`src/rtl/counter_pkg.sv`:
```
// Shared constants and elaboration helpers for the synchronous counter family.
package counter_pkg;

   localparam int CNT_WRAP = 0;
   localparam int CNT_SAT  = 1;

   localparam logic DIR_DOWN = 1'b0;
   localparam logic DIR_UP   = 1'b1;

   // True when the count range 0..modulus-1 fits in a width-bit register.
   function automatic bit modulus_ok(input int width, input int modulus);
      return (modulus >= 2) && (longint'(modulus) <= (longint'(1) << width));
   endfunction

endpackage

```
`src/rtl/counter_next_val.sv`:
```
// Combinational next-count logic: load clamping, step arithmetic and end detection.
module counter_next_val
   import counter_pkg::*;
#(
   parameter int WIDTH    = 4,
   parameter int MODULUS  = 16,
   parameter int SATURATE = CNT_WRAP
) (
   input  logic [WIDTH-1:0] q,
   input  logic             up,
   input  logic             load,
   input  logic [WIDTH-1:0] load_val,
   output logic [WIDTH-1:0] next_q,
   output logic             end_hit,
   output logic             range_err
);

   localparam logic [WIDTH:0] MAX_VAL = (WIDTH+1)'(MODULUS - 1);

   logic [WIDTH:0] q_ext;
   logic [WIDTH:0] ld_ext;
   logic [WIDTH:0] inc;
   logic [WIDTH:0] dec;

   // The extra bit keeps the end-of-range test independent of 2^WIDTH wrap.
   always_comb begin
      q_ext     = {1'b0, q};
      ld_ext    = {1'b0, load_val};
      inc       = q_ext + 1'b1;
      dec       = q_ext - 1'b1;
      next_q    = q;
      end_hit   = 1'b0;
      range_err = 1'b0;
      if (load) begin
         if (ld_ext > MAX_VAL) begin
            next_q    = MAX_VAL[WIDTH-1:0];
            range_err = 1'b1;
         end else begin
            next_q = load_val;
         end
      end else if (up == DIR_UP) begin
         if (inc > MAX_VAL) begin
            end_hit = 1'b1;
            next_q  = (SATURATE == CNT_SAT) ? q : '0;
         end else begin
            next_q = inc[WIDTH-1:0];
         end
      end else begin
         if (dec[WIDTH]) begin
            end_hit = 1'b1;
            next_q  = (SATURATE == CNT_SAT) ? q : MAX_VAL[WIDTH-1:0];
         end else begin
            next_q = dec[WIDTH-1:0];
         end
      end
   end

endmodule

```
`src/rtl/sync_updown_counter.sv`:
```
// Single-clock programmable-modulus up/down counter with load, terminal count
// and sticky over/underflow/load-error flags.
module sync_updown_counter
   import counter_pkg::*;
#(
   parameter int WIDTH    = 4,
   parameter int MODULUS  = 16,
   parameter int SATURATE = CNT_WRAP
) (
   input  logic             clk,
   input  logic             reset,
   input  logic             en,
   input  logic             up,
   input  logic             load,
   input  logic [WIDTH-1:0] load_val,
   output logic [WIDTH-1:0] q,
   output logic             tc,
   output logic             ovf,
   output logic             unf,
   output logic             load_err,
   input  logic             clr_flags
);

   if (!modulus_ok(WIDTH, MODULUS)) begin : g_bad_modulus
      $error("sync_updown_counter: MODULUS %0d outside 2..2**WIDTH", MODULUS);
   end

   logic [WIDTH-1:0] next_q;
   logic             end_hit;
   logic             range_err;
   logic             step;
   logic             set_ovf;
   logic             set_unf;
   logic             set_lerr;

   counter_next_val #(
      .WIDTH    (WIDTH),
      .MODULUS  (MODULUS),
      .SATURATE (SATURATE)
   ) u_next (
      .q         (q),
      .up        (up),
      .load      (load),
      .load_val  (load_val),
      .next_q    (next_q),
      .end_hit   (end_hit),
      .range_err (range_err)
   );

   assign step     = en && !load;
   assign set_ovf  = step && end_hit && (up == DIR_UP);
   assign set_unf  = step && end_hit && (up == DIR_DOWN);
   assign set_lerr = load && range_err;

   // Flag-setting events outrank a simultaneous clear.
   always_ff @(posedge clk) begin
      if (reset) begin
         q        <= '0;
         tc       <= 1'b0;
         ovf      <= 1'b0;
         unf      <= 1'b0;
         load_err <= 1'b0;
      end else begin
         if (load) begin
            q  <= next_q;
            tc <= 1'b0;
         end else if (en) begin
            q  <= next_q;
            tc <= end_hit;
         end else begin
            tc <= 1'b0;
         end
         ovf      <= (ovf      && !clr_flags) || set_ovf;
         unf      <= (unf      && !clr_flags) || set_unf;
         load_err <= (load_err && !clr_flags) || set_lerr;
      end
   end

endmodule
```
`config.mk`:
```
export PLATFORM = sky130hd
export DESIGN_NAME = sync_updown_counter
export DESIGN_NICKNAME = d
export VERILOG_FILES = /design/src/rtl/counter_pkg.sv /design/src/rtl/counter_next_val.sv /design/src/rtl/sync_updown_counter.sv
export SDC_FILE = /design/constraint.sdc
export NUM_CORES = 1
export LEC_CHECK = 0
export CELL_PAD_IN_SITES_DETAIL_PLACEMENT = 0
export CELL_PAD_IN_SITES_GLOBAL_PLACEMENT = 1
export CORE_MARGIN = 1
export CORE_UTILIZATION = 29
export DETAILED_ROUTE_END_ITERATION = 12
export PLACE_DENSITY = 0.7
export SKIP_CTS_REPAIR_TIMING = 1
export SLEW_MARGIN = 5
export SYNTH_ARGS = -nofsm -noshare
export SYNTH_HDL_FRONTEND = slang
export SYNTH_HIERARCHICAL = 1
export SYNTH_SLANG_ARGS = --single-unit
```
`constraint.sdc`:
```
create_clock -name clk -period 2 [get_ports clk]
set_input_delay 0.4 -clock clk [delete_from_list [all_inputs] [get_ports clk]]
set_output_delay 0.4 -clock clk [all_outputs]
set_load 0.01 [all_outputs]
```
# Word-level counts from Yosys, hierarchy flattened

Index checks and enable logic that the tools add are counted.

Magnitude comparators: 1
Reduce and logical (&&, ||, !) cells: 13
Add/sub/neg operators: 2
Bitwise operators: 2
Muxes and demuxes: 10

Operator list:

| cell                | count |
|---|---|
| $mux 4              | 6 |
| $logic_and 1x1->1   | 7 |
| $add 4x1->5 const B | 1 |
| $gt 5x4->1 const B  | 1 |
| $sub 4x1->5 const B | 1 |
| $mux 1              | 4 |
| $reduce_or 3->1     | 1 |
| $logic_not 1->1     | 2 |
| $logic_or 1x1->1    | 2 |
| $not 1->1           | 2 |
| $reduce_bool 2->1   | 1 |

Logic and storage cells: 33
Bits in registers: 8
Output and inout port bits: 8
Input bits: 10

# Longest topological paths before layout

Depth after elaboration: 8
Mapped depth: 8
Mapped depth without buffers: 8

# Cells and area by module

The synthesis kept the hierarchy.

Modules (own cells, without submodules):

| module              | area an instance (um2) | times used | seq. area each (um2) | cells an instance |
|---|---|---|---|---|
| sync_updown_counter | 291.5                  | 1          | 160.2                | 28 |
| counter_next_val    | 279.0                  | 1          | 0.0                  | 38 |

# Worst setup path before layout

Ideal clock, no wire load.

Path type: register to register
Start: register q[0]
End: register ovf
Slack: -0.050 ns
Setup time: 0.059 ns
Required time: 1.941 ns
Cell stages (with the launch flop): 8
Data arrival time: 1.991 ns
Clock period less this slack: 2.050 ns
Cells stage by stage: dfxtp_1 > inv_1 > ha_1 > or3b_1 > a211o_1 > a21oi_1 > and4bb_4 > a22o_1

Longest elaborated chain between the ends: 8
Elaborated cells on any way between the ends: 10
Those cells by class: add/sub (2); order compare (1); mux (4); reduce/logical (3)

Ends and longest elaborated chain:

| what                              | line                      | source |
|---|---|---|
| start: declaration                | sync_updown_counter.sv:16 | `output logic [WIDTH-1:0] q,` |
| start signal: assignment          | sync_updown_counter.sv:65 | `q <= next_q;` |
| start signal: assignment          | sync_updown_counter.sv:68 | `q <= next_q;` |
| $add 4x1->5                       | counter_next_val.sv:29    | `inc = q_ext + 1'b1;` |
| $gt 5x4->1                        | counter_next_val.sv:42    | `if (inc > MAX_VAL) begin` |
| $mux 1                            | counter_next_val.sv:42    |  |
| $mux 1 *                          | counter_next_val.sv:41    | `end else if (up == DIR_UP) begin` |
| $mux 1 *                          | counter_next_val.sv:34    | `if (load) begin` |
| via end_hit                       | sync_updown_counter.sv:29 | `logic end_hit;` |
| $logic_and 1x1->1 * (2 in series) | sync_updown_counter.sv:51 | `assign set_ovf = step && end_hit && (up == DIR_UP);` |
| $logic_or 1x1->1 *                | sync_updown_counter.sv:73 | `ovf <= (ovf && !clr_flags) \|\| set_ovf;` |
| end signal: assignment            | sync_updown_counter.sv:73 |  |
| end: declaration                  | sync_updown_counter.sv:18 | `output logic ovf,` |

Mark *: on every way through the listed nets, which the timed path passes. The rest lies on a longest branch.
A chain may end at the register's enable or synchronous reset.

# Worst setup path after layout

Start: register q[1]
End: register ovf

The elaborated chain is that of the path after synthesis.

==> impl_metrics.py <==
metrics = {
    "outcome": {
        "status": "completed",
    },
    "clocking": {
        "path_clk_slew_ps": 50,
        "cts_buffer_depth": 2,
        "tritoncts": "yes",
        "cts_sinks": 8,
        "cts-root-buf": "clkbuf_4",
        "cts_buffers": 3,
        "htree_levels": 1,
        "insertion_delay_ps": 250,
    },
    "worst_setup_path": {
        "arrival_ps": 2090,
        "critPathKind": "reg -> reg",
        "worstPathRequired_ps": 2190,
        "startpoint_type": "flip-flop",
        "cp-end-kind": "flip-flop",
        "worst-path-max-fanout": 5,
    },
    "yosys": {
        "yosysSeqAreaShare_pct": 28.07,
        "postSynth.asyncResetShare_pct": 0,
        "synth_fp_nets": 79,
        "synth_area_per_cell_um2": 8.645,
        "netlist_instances": 66,
        "synth_edf_count": 0,
        "ys_ff_latch": 8,
        "yosysWarnings": 6,
        "synthFlopType": "dfxtp_1",
        "synth_area_um2": 570.5,
        "synth_cell_types": 28,
    },
    "sta": {
        "finalSetupViolCount": 0,
        "drv_slew": 0,
        "hold_viol": 0,
        "fmaxAchievable_mhz": 526.6,
        "fin_crit_sh_pct": 94.95,
        "fin_skew_ps": 2.044,
        "period_needed_ps": 1899,
        "rsz0062_at_grt": "no",
        "setup_tns_ps": 0,
    },
    "layout": {
        "syn_to_final_growth_pct": 45.61,
        "drive_above_1_share_pct": 19.78,
        "n_antenna_cell": 0,
        "post-route-util_pct": 46.60,
        "nNetsFinal": 106,
    },
    "placement": {
        "dp_hpwl_um": 1000,
        "gp_congestion": 0.7834,
        "portBuffers": 17,
    },
    "routing": {
        "avgViaCountPerCell": 4.690,
        "wl_per_cell_um": 11.02,
        "ant_nets": 0,
        "drtIter0Drc": 4,
        "first_pass_iters": 2,
        "drc": 0,
        "totalWireLength_um": 1278,
        "num_vias": 544,
    },
    "floorplan": {
        "io_pins": 18,
        "core_area_um2": 1783,
        "dieHeight_um": 46.36,
        "die_area_um2": 2149,
        "die_w_um": 46.36,
        "num_rows": 15,
        "start_util_pct": 32.00,
    },
    "global_route": {
        "grt_pass1_vias": 469,
        "grt_max_degree": 15,
        "grt-ovfl-total": 0,
        "grt_usage_pct": 13.23,
        "grt_pass1_wl_um": 1994,
        "antenna_found_initial": 0,
    },
    "power_and_ir_drop": {
        "p_total_mw": 0.4456,
        "p_comb_share_pct": 32.3,
        "power.static_leakage_nw": 0.3234,
        "irDropWorstVdd_mv": 0.3902,
        "sw_frac_of_total_pct": 27.91,
        "clkPwrFrac_pct": 26.9,
        "internal_power_mw": 0.3213,
        "switchingPower_mw": 0.1243,
        "power_frac_seq_pct": 40.8,
        "power_density_nw_per_um2": 536.4,
    },
    "min_path": {
        "hold_class": "reg -> reg",
    },
    "run": {
        "drv_cap": 0,
    },
}
[final cells by class]
type                       count  area [µm²]
timing repair buffer          24       222.7
tap                           25       31.28
sequential                     8       162.7
multi-input combinational     52       376.6
clock buffer                   3       22.52
inverter                       4       15.01
fill                         186       952.2
[cell families after synthesis]
logic type / count (synthesis) / share of synthesized area (%)
and+or+nand+nor: 23 / 25.88
DFF: 8 / 28.07
adders and majority gates: 3 / 6.580
xor gates and xnor gates: 2 / 3.071
AOI/OAI and AO/OA: 19 / 22.37
muxes: 4 / 7.456
other: 1 / 0.6573
buffers and inverters: 6 / 5.921
[synth_stat cells (all sizes together) (2+ instances only)]
cell type  number  area, µm²
inv             4      15.01
dfxtp           8      160.2
a21oi           7      35.03
o21ai           6      33.78
nand3           2      10.01
nor2            2      10.01
mux2            2      22.52
ha              3      37.54
nand2           8      30.03
a22o            2      17.52
mux2i           2      20.02
nand2b          3      18.77
or3b            5      43.79
buf             2      18.77
[state kept, by name (all words and copies together), names as in the netlist]
register,cells
q,4
tc,1
load_err,1
ovf,1
unf,1
[path summary, 6_finish.rpt]
kind / from / end / slack, ps / cells past startpoint
worst max-delay path: q[1] / ovf / 100 / 7
worst min-delay path: unf / unf / 470 / 1
worst max register to register: q[1] / ovf / 100 / 7
worst min register to register: unf / unf / 470 / 1
[cell usage in the layout, fill, tap and decap left out]
cell and instances:
o21ai_0 5, a22o_1 2, and4bb_4 1, mux2i_1 2, nand2_1 8, nor2_2 1
or4b_4 1, buf_4 7, clkbuf_4 3, nand2b_1 3, xor2_1 1, nand3_1 2
o21bai_1 1, conb_1 1, o311ai_2 1, ha_1 3, o32ai_1 1, mux2_2 1
a21oi_1 7, or3b_1 5, nor2_1 1, mux2_1 1, xnor2_1 1, o21ai_2 1
clkdlybuf4s50_1 17, dfxtp_1 6, nor3_1 1, inv_1 4, dfxtp_2 2, a211o_1 1
[power by group through the flow]
| stage | registers (mW) | logic, mW | clock network [mW] |
|---|---|---|---|
| after global placement | 0.185 | 0.145 | 0 |
| after global routing | 0.183 | 0.160 | 0.134 |
| final | 0.182 | 0.144 | 0.120 |
| after CTS | 0.182 | 0.145 | 0.125 |
| after floorplan | 0.187 | 0.0733 | 0 |
| after detailed placement | 0.185 | 0.144 | 0 |
[critical path, stage by stage (launching register included)]
cell,delay [ps]
dfxtp_2,360
inv_1,50
ha_1,280
or3b_1,350
a211o_1,290
a21oi_1,130
and4bb_4,260
a22o_1,120
[per-layer routing]
metal | share of wire (%) | up-vias | track usage (%)
met5 | 0 | - | 0
met4 | 0 | 0 | 2.941
met3 | 4.5 | 0 | 5.882
met2 | 45 | 10 | 19.44
met1 | 50 | 248 | 17.56
li1 | - | 286 | -
[stage by stage]
stage | area [µm²] | hold WS, ps | setup WS (ps) | cells
3_5_place_dp | 808.3 | 465.8 | 46.77 | 113
3_3_place_gp | 808.3 | 463.0 | 57.27 | 113
2_1_floorplan | 573.1 | 461.7 | 47.14 | 66
5_1_grt | 830.8 | 506.0 | 18.63 | 116
4_1_cts | 830.8 | 474.5 | 50.77 | 116
6_report | 830.8 | 474.2 | 100.9 | 116
No activity file was read; power rests on OpenSTA's default activity.
